==> config.mk <==
export PLATFORM = sky130hd
export DESIGN_NAME = link_arq_ctrl_flat
export DESIGN_NICKNAME = d
export VERILOG_FILES = /design/src/rtl/link_pkg.sv /design/src/rtl/link_arq_ctrl_if.sv /design/src/rtl/timeout_counter.sv /design/src/rtl/link_arq_ctrl.sv /design/src/flat_wrapper.sv
export SDC_FILE = /design/constraint.sdc
export NUM_CORES = 1
export LEC_CHECK = 0
export CORE_MARGIN = 4
export CORE_UTILIZATION = 45
export DETAILED_ROUTE_END_ITERATION = 16
export GPL_TIMING_DRIVEN = 1
export HOLD_SLACK_MARGIN = 0.12
export PLACE_DENSITY = 0.76
export REMOVE_ABC_BUFFERS = 1
export SLEW_MARGIN = 20
export SYNTH_ARGS = -nofsm -noshare
export SYNTH_HDL_FRONTEND = slang
export SYNTH_HIERARCHICAL = 1
export SYNTH_SLANG_ARGS = --single-unit
==> constraint.sdc <==
create_clock -name clk -period 2.4 [get_ports clk]
set_clock_uncertainty 0.15 [all_clocks]
set_input_delay 0.72 -clock clk [delete_from_list [all_inputs] [get_ports clk]]
set_output_delay 0.72 -clock clk [all_outputs]
set_load 0.03 [all_outputs]
==> src/rtl/link_pkg.sv <==
// Shared types and default parameters for the ARQ link controller.
package link_pkg;

    localparam int N_PKT_DEF     = 8;
    localparam int TIMEOUT_DEF   = 1540;
    localparam int MAX_RETRY_DEF = 3;

    typedef enum logic [2:0] {
        ST_IDLE    = 3'd0,
        ST_SEND    = 3'd1,
        ST_TX_BUSY = 3'd2,
        ST_LISTEN  = 3'd3,
        ST_DONE    = 3'd4,
        ST_FAIL    = 3'd5
    } state_t;

    // 16-bit increment that sticks at all-ones instead of wrapping.
    function automatic logic [15:0] sat_inc16(input logic [15:0] v);
        return (v == 16'hFFFF) ? v : v + 16'd1;
    endfunction

endpackage

==> src/rtl/link_arq_ctrl_if.sv <==
// Bundle of user, encoder and decoder signals around the ARQ controller.
// Handshakes: a user request transfers on a cycle where tx_valid && tx_ready;
// a decoder word transfers on a cycle where dec_avail && dec_read; enc_start,
// dec_read, rx_valid, done and fail are single-cycle pulses.
interface link_arq_ctrl_if #(
    parameter int N_PKT = link_pkg::N_PKT_DEF
);
    import link_pkg::*;

    logic             tx_valid;
    logic [N_PKT-1:0] tx_data;
    logic [N_PKT-1:0] exp_data;
    logic             tx_ready;

    logic             enc_start;
    logic [N_PKT-1:0] enc_data;
    logic             enc_avail;

    logic [N_PKT-1:0] dec_data;
    logic             dec_avail;
    logic             dec_error;
    logic             dec_read;

    logic [N_PKT-1:0] rx_data;
    logic             rx_valid;
    logic             done;
    logic             fail;
    logic             busy;
    logic [1:0]       retry_cnt;
    logic [15:0]      ok_cnt;
    logic [15:0]      fail_cnt;

    state_t           state_dbg;

    // Controller side.
    modport master (
        input  tx_valid, tx_data, exp_data, enc_avail, dec_data, dec_avail, dec_error,
        output tx_ready, enc_start, enc_data, dec_read, rx_data, rx_valid,
               done, fail, busy, retry_cnt, ok_cnt, fail_cnt, state_dbg
    );

    // Environment side (user, encoder, decoder).
    modport slave (
        output tx_valid, tx_data, exp_data, enc_avail, dec_data, dec_avail, dec_error,
        input  tx_ready, enc_start, enc_data, dec_read, rx_data, rx_valid,
               done, fail, busy, retry_cnt, ok_cnt, fail_cnt, state_dbg
    );

endinterface

==> src/rtl/timeout_counter.sv <==
// Response-wait timer: clears to zero, counts while enabled, saturates at
// its maximum and flags the last allowed cycle (TIMEOUT-1).
module timeout_counter #(
    parameter int TIMEOUT = link_pkg::TIMEOUT_DEF
) (
    input  logic clk,
    input  logic rst,
    input  logic clear,
    input  logic enable,
    output logic expired
);
    localparam int TW = $clog2(TIMEOUT + 1);
    localparam logic [TW-1:0] CNT_MAX  = '1;
    localparam logic [TW-1:0] CNT_LAST = TW'(TIMEOUT - 1);

    logic [TW-1:0] count_q;
    logic [TW-1:0] count_d;

    // Next count: clear wins, otherwise increment without wrapping.
    always_comb begin
        count_d = count_q;
        if (clear) begin
            count_d = '0;
        end else if (enable && (count_q != CNT_MAX)) begin
            count_d = count_q + 1'b1;
        end
    end

    // Count register.
    always_ff @(posedge clk or posedge rst) begin
        if (rst) begin
            count_q <= '0;
        end else begin
            count_q <= count_d;
        end
    end

    assign expired = (count_q == CNT_LAST);

endmodule

==> src/rtl/link_arq_ctrl.sv <==
// Stop-and-wait ARQ controller: sends one packet through the encoder, waits
// for the matching reply from the decoder, and retransmits on error,
// mismatch or timeout until the retry budget is spent.
module link_arq_ctrl
    import link_pkg::*;
#(
    parameter int N_PKT     = N_PKT_DEF,
    parameter int TIMEOUT   = TIMEOUT_DEF,
    parameter int MAX_RETRY = MAX_RETRY_DEF
) (
    input  logic            clk,
    input  logic            rst,
    link_arq_ctrl_if.master bus
);
    localparam logic [1:0] RETRY_LAST = 2'(MAX_RETRY);

    state_t           state_q, state_d;
    logic [1:0]       retry_q, retry_d;
    logic [N_PKT-1:0] tx_lat_q, tx_lat_d;
    logic [N_PKT-1:0] exp_lat_q, exp_lat_d;
    logic [N_PKT-1:0] rx_data_q, rx_data_d;
    logic [15:0]      ok_cnt_q, ok_cnt_d;
    logic [15:0]      fail_cnt_q, fail_cnt_d;
    logic             enc_start_q, enc_start_d;
    logic             done_q, done_d;
    logic             fail_q, fail_d;
    logic             busy_q, busy_d;

    logic tmr_clear;
    logic tmr_enable;
    logic tmr_expired;
    logic miss;

    timeout_counter #(.TIMEOUT(TIMEOUT)) u_timer (
        .clk     (clk),
        .rst     (rst),
        .clear   (tmr_clear),
        .enable  (tmr_enable),
        .expired (tmr_expired)
    );

    // Next-state, datapath and registered-output computation.
    always_comb begin
        state_d    = state_q;
        retry_d    = retry_q;
        tx_lat_d   = tx_lat_q;
        exp_lat_d  = exp_lat_q;
        rx_data_d  = rx_data_q;
        ok_cnt_d   = ok_cnt_q;
        fail_cnt_d = fail_cnt_q;
        tmr_clear  = 1'b0;
        tmr_enable = 1'b0;
        miss       = 1'b0;

        case (state_q)
            ST_IDLE: begin
                if (bus.tx_valid && bus.enc_avail) begin
                    tx_lat_d  = bus.tx_data;
                    exp_lat_d = bus.exp_data;
                    retry_d   = 2'd0;
                    state_d   = ST_SEND;
                end
            end
            ST_SEND: begin
                state_d = ST_TX_BUSY;
            end
            ST_TX_BUSY: begin
                // Hold the timer at zero so LISTEN starts counting from 0.
                tmr_clear = 1'b1;
                if (bus.enc_avail) begin
                    state_d = ST_LISTEN;
                end
            end
            ST_LISTEN: begin
                tmr_enable = 1'b1;
                // A decoder word on the last timer cycle beats the timeout.
                if (bus.dec_avail) begin
                    if (!bus.dec_error && (bus.dec_data == exp_lat_q)) begin
                        rx_data_d = bus.dec_data;
                        ok_cnt_d  = sat_inc16(ok_cnt_q);
                        state_d   = ST_DONE;
                    end else begin
                        miss = 1'b1;
                    end
                end else if (tmr_expired) begin
                    miss = 1'b1;
                end
                if (miss) begin
                    if (retry_q == RETRY_LAST) begin
                        fail_cnt_d = sat_inc16(fail_cnt_q);
                        state_d    = ST_FAIL;
                    end else begin
                        retry_d = retry_q + 2'd1;
                        state_d = ST_SEND;
                    end
                end
            end
            ST_DONE: begin
                state_d = ST_IDLE;
            end
            ST_FAIL: begin
                state_d = ST_IDLE;
            end
            default: begin
                state_d = ST_IDLE;
            end
        endcase

        enc_start_d = (state_d == ST_SEND);
        done_d      = (state_d == ST_DONE);
        fail_d      = (state_d == ST_FAIL);
        busy_d      = (state_d != ST_IDLE);
    end

    // State, datapath and output registers; reset returns to IDLE at once.
    always_ff @(posedge clk or posedge rst) begin
        if (rst) begin
            state_q     <= ST_IDLE;
            retry_q     <= 2'd0;
            tx_lat_q    <= '0;
            exp_lat_q   <= '0;
            rx_data_q   <= '0;
            ok_cnt_q    <= 16'd0;
            fail_cnt_q  <= 16'd0;
            enc_start_q <= 1'b0;
            done_q      <= 1'b0;
            fail_q      <= 1'b0;
            busy_q      <= 1'b0;
        end else begin
            state_q     <= state_d;
            retry_q     <= retry_d;
            tx_lat_q    <= tx_lat_d;
            exp_lat_q   <= exp_lat_d;
            rx_data_q   <= rx_data_d;
            ok_cnt_q    <= ok_cnt_d;
            fail_cnt_q  <= fail_cnt_d;
            enc_start_q <= enc_start_d;
            done_q      <= done_d;
            fail_q      <= fail_d;
            busy_q      <= busy_d;
        end
    end

    // Decoder words are consumed in every waiting state; outside LISTEN they
    // are stale and simply dropped.
    assign bus.dec_read  = !rst && bus.dec_avail &&
                           ((state_q == ST_IDLE) || (state_q == ST_SEND) ||
                            (state_q == ST_TX_BUSY) || (state_q == ST_LISTEN));
    assign bus.tx_ready  = !rst && (state_q == ST_IDLE) && bus.enc_avail;

    assign bus.enc_start = enc_start_q;
    assign bus.enc_data  = tx_lat_q;
    assign bus.rx_data   = rx_data_q;
    assign bus.rx_valid  = done_q;
    assign bus.done      = done_q;
    assign bus.fail      = fail_q;
    assign bus.busy      = busy_q;
    assign bus.retry_cnt = retry_q;
    assign bus.ok_cnt    = ok_cnt_q;
    assign bus.fail_cnt  = fail_cnt_q;
    assign bus.state_dbg = state_q;

endmodule
==> src/flat_wrapper.sv <==
// flat-port wrapper written by rule: the top's interface ports become plain ports
module link_arq_ctrl_flat import link_pkg::*;
#(
    parameter int N_PKT     = N_PKT_DEF,
    parameter int TIMEOUT   = TIMEOUT_DEF,
    parameter int MAX_RETRY = MAX_RETRY_DEF
)
  (clk, rst, bus_tx_valid, bus_tx_data, bus_exp_data, bus_enc_avail, bus_dec_data, bus_dec_avail, bus_dec_error, bus_tx_ready, bus_enc_start, bus_enc_data, bus_dec_read, bus_rx_data, bus_rx_valid, bus_done, bus_fail, bus_busy, bus_retry_cnt, bus_ok_cnt, bus_fail_cnt, bus_state_dbg);
  link_arq_ctrl_if #(.N_PKT(N_PKT)) bus_i ();
  input  logic clk;
  input  logic rst;
  input wire logic [$bits(bus_i.tx_valid)-1:0] bus_tx_valid;
  input wire logic [$bits(bus_i.tx_data)-1:0] bus_tx_data;
  input wire logic [$bits(bus_i.exp_data)-1:0] bus_exp_data;
  input wire logic [$bits(bus_i.enc_avail)-1:0] bus_enc_avail;
  input wire logic [$bits(bus_i.dec_data)-1:0] bus_dec_data;
  input wire logic [$bits(bus_i.dec_avail)-1:0] bus_dec_avail;
  input wire logic [$bits(bus_i.dec_error)-1:0] bus_dec_error;
  output wire logic [$bits(bus_i.tx_ready)-1:0] bus_tx_ready;
  output wire logic [$bits(bus_i.enc_start)-1:0] bus_enc_start;
  output wire logic [$bits(bus_i.enc_data)-1:0] bus_enc_data;
  output wire logic [$bits(bus_i.dec_read)-1:0] bus_dec_read;
  output wire logic [$bits(bus_i.rx_data)-1:0] bus_rx_data;
  output wire logic [$bits(bus_i.rx_valid)-1:0] bus_rx_valid;
  output wire logic [$bits(bus_i.done)-1:0] bus_done;
  output wire logic [$bits(bus_i.fail)-1:0] bus_fail;
  output wire logic [$bits(bus_i.busy)-1:0] bus_busy;
  output wire logic [$bits(bus_i.retry_cnt)-1:0] bus_retry_cnt;
  output wire logic [$bits(bus_i.ok_cnt)-1:0] bus_ok_cnt;
  output wire logic [$bits(bus_i.fail_cnt)-1:0] bus_fail_cnt;
  output wire logic [$bits(bus_i.state_dbg)-1:0] bus_state_dbg;
  assign bus_i.tx_valid = bus_tx_valid;
  assign bus_i.tx_data = bus_tx_data;
  assign bus_i.exp_data = bus_exp_data;
  assign bus_i.enc_avail = bus_enc_avail;
  assign bus_i.dec_data = bus_dec_data;
  assign bus_i.dec_avail = bus_dec_avail;
  assign bus_i.dec_error = bus_dec_error;
  assign bus_tx_ready = bus_i.tx_ready;
  assign bus_enc_start = bus_i.enc_start;
  assign bus_enc_data = bus_i.enc_data;
  assign bus_dec_read = bus_i.dec_read;
  assign bus_rx_data = bus_i.rx_data;
  assign bus_rx_valid = bus_i.rx_valid;
  assign bus_done = bus_i.done;
  assign bus_fail = bus_i.fail;
  assign bus_busy = bus_i.busy;
  assign bus_retry_cnt = bus_i.retry_cnt;
  assign bus_ok_cnt = bus_i.ok_cnt;
  assign bus_fail_cnt = bus_i.fail_cnt;
  assign bus_state_dbg = bus_i.state_dbg;
  link_arq_ctrl #(.N_PKT(N_PKT), .TIMEOUT(TIMEOUT), .MAX_RETRY(MAX_RETRY)) u_core (.clk(clk), .rst(rst), .bus(bus_i));
endmodule
==> results.md <==
* Outcome: finished with violations
* Failing checks: negative setup slack
* Worst hold path endpoint: u_core/bus.ok_cnt[12]
* FMAX at 416 MHz
* Crit path max fanout at 6
* Clk slew on worst S/H paths at 80 ps
* Initial antenna violation count at 0
* # rows at 33
* DRC Markers at 0
* Chip Height at 99.4 um
* Post-DP HPWL at 6.54 mm
* 1st-iter DRT viols at 149
* Share of layout cells above drive strength 1 at 25.7%
* First-pass GRT wire length at 14.7 mm
* Final worst-path cycle share at 100%
* TritonRoute pass-1 iters at 5
* Post-place instance area at 5010 um^2
* Post-Syn Instances at 339
* Relative slew slack at 70.5%
* Critical path class: in -> reg
* Avg Cell Area, Syn at 11.1 um^2
* Wire per inst at 16.3 um
* Leading cell type in the layout, fill and taps excluded: dfrtp_1
* Via density at 5.40
* Starting Density at 46.0%
* Reg2reg end: u_core/bus.fail_cnt[1]
* Element type at the critical path start: input port
* Worst EP arrival at 2480 ps
* ANT nets after route at 0
* DIE AREA at 9880 um^2
* Cts bufs inserted at 9
* I/O pin count at 90
* Synth top area cells: dfrtp_1 51%, mux2_2 8.4%, xnor2_1 5.4%, xor2_1 3.0%, nand4_1 2.8%
* Longest Clk Path Bufs at 2
* Sequential-to-total area share from yosys stat at 50.6%
* Maximum vdd drop at 0.574 mV
* Syn. warnings at 6
* Core footprint at 8180 um^2
* EDFF count, synth at 0
* WL final at 9.45 mm
* GP Congestion at 0.865
* Hold crit path type: reg -> reg
* R2r startpoint: u_core/u_timer/count_q[1]
* RSZ-0062 raised after global routing: yes
* Slew @ Worst Pin at 443 ps
* R2r setup slk at 90 ps
* # Max-Cap Violations at 0
* Final hold slack at 347 ps
* # diodes at 0
* Final instance area at 5490 um^2
* Number of global-route vias before repair at 3,029
* Yosys top cell area share at 50.6%
* CTS root buf: clkbuf_8
* CP cell instances: clkdlybuf4s50_1, xnor2_1, nand2_1, buf_4, nor3_2, buf_4, buf_12, nor3_2, mux2_2
* Hold Fails Final Rpt at 0
* Setup-failing EPs final at 1
* Max incr delay on CP at 430 ps
* H-tree levels at 3
* CTS tree: yes
* P_leak at 2.63 nW
* Fraction of registers with async set or reset after synthesis at 100%
* Fin crit period at 2400 ps
* Post-route worst setup slack at -3.34 ps
* Commonest cells after routing, fill and taps aside: 75 x dfrtp_1, 65 x clkdlybuf4s50_1, 42 x buf_4
* Pre-CTS setup slack at -449 ps
* TNS Setup at -3.34 ps
* Total GRT Usage at 18.6%
* Hold path start: u_core/bus.ok_cnt[12]
* Clock latency on the worst-skew pair at 340 ps
* Setup crit end kind: register
* Hold-critical path depth at 1
* I/O Buffers at 89
* Clock Sinks at 76
* Cell taking the most area after synthesis: dfrtp_1
* #FFs+latches synth at 76
* Mapped Area at 3760 um^2
* Fin cells at 579
* Grt ovf at 0
* PD cells at 834 nW/um^2
* Reg2Reg Depth at 9
* Post-layout net count at 504
* Required time of the critical path at 2480 ps
* Slowest cell on crit path: clkdlybuf4s50_1
* Pin count of the biggest net entering global routing at 35
* Max Slew Vio Count at 0
* Synth Flop Type: dfrtp_1
* Number of instances in the placed design at 552
* Cell variety after synth at 52
* Area grow syn2layout at 45.9%
* Via count at 3,125
* DIE WIDTH at 99.4 um
-- logic make-up (layout without fill, tap and decap cells) --
logic type / after synthesis / count (layout) / share of synthesized area (%)
AND/OR/NAND/NOR: 141 / 141 / 22.2
flip-flops: 76 / 76 / 50.6
XOR/XNOR: 36 / 36 / 8.38
multiplexers: 33 / 33 / 9.88
AO/OA/AOI/OAI: 28 / 28 / 5.09
buffers and inverters: 21 / 156 / 2.59
adder cells (fa/ha/maj): 4 / 4 / 1.33
-- registers in the layout (all words and copies together), names as in the netlist --
register and flops:
u_core/bus.fail_cnt 16, u_core/bus.ok_cnt 16, u_core/u_timer/count_q 11, u_core/bus.enc_data 8, u_core/bus.rx_data 8, u_core/exp_lat_q 8
u_core/bus.state_dbg 3, u_core/bus.retry_cnt 2, u_core/bus.busy 1, u_core/bus.done 1, u_core/bus.enc_start 1, u_core/bus.fail 1
-- worst max path at each step --
stage	endpoint	startpoint
2_1_floorplan	u_core/bus.fail_cnt[1]	bus_dec_data[7]
3_3_place_gp	u_core/bus.ok_cnt[14]	bus_dec_avail
3_5_place_dp	u_core/bus.ok_cnt[14]	bus_dec_data[7]
4_1_cts	bus_tx_ready	u_core/bus.state_dbg[0]
5_1_grt	u_core/bus.fail_cnt[5]	bus_dec_data[3]
6_report	u_core/bus.fail_cnt[15]	bus_dec_data[3]
-- Yosys cell counts, types with 2 or more instances --
master	n
mux2_2	28
clkbuf_1	3
xnor2_1	23
o21ai_0	6
ha_1	4
a211oi_1	6
xor2_1	13
nand2b_1	6
nand2_1	24
nand4b_1	4
dfrtp_1	76
a31oi_1	4
buf_2	9
nor3b_1	3
mux2i_1	3
a21oi_1	3
a41oi_1	2
nor4_1	6
and3_1	6
nor2_1	20
buf_4	2
nand3_1	17
and2_1	3
nor3_1	13
nand4_1	17
and4_1	4
inv_1	6
nor2b_1	4
-- power by group --
part | switching, mW | internal [mW] | leakage, nW
registers | 0.208 | 1.53 | 1.01
logic | 0.891 | 0.789 | 1.50
clock network | 0.478 | 0.689 | 0.120
-- routing by layer --
layer	up-vias	wire length, um	global-route usage (%)
met2	96	4770	30.2
met1	1534	3970	24.2
met5	-	0	0
met3	16	548	4.00
met4	0	171	7.67
li1	1479	-	-
-- per-stage QoR --
stage,power [mW],util [%]
2_1_floorplan,2.67,-
3_3_place_gp,3.29,61.3
3_5_place_dp,3.33,61.3
4_1_cts,4.52,65.0
5_1_grt,4.82,67.1
6_report,4.58,67.1
-- timing repair --
| action | CTS | global route |
|---|---|---|
| cloned | 1 | 0 |
| gates resized for setup | 12 | 31 |
| buffers inserted | 2 | 9 |
| hold endpoints to repair | 0 | 0 |
| setup endpoints to repair | 19 | 53 |
| pin swaps | 4 | 6 |
| hold buffers | 0 | 0 |
-- critical path, delay by kind of cell --
family	cells	cell delay, ps
XOR/XNOR	1	160
buffers and inverters	4	830
multiplexers	1	360
AND/OR/NAND/NOR	3	400
-- area by class of cell --
class	instances	area [um^2]
flip-flops and latches	76	1900
fillers	648	2690
clock buffers	9	124
multi-input cells	242	1860
clock inverters	6	113
inverters	6	22.5
well taps	105	131
repair buffers	135	1340
No activity file was read; power rests on OpenSTA's default activity.
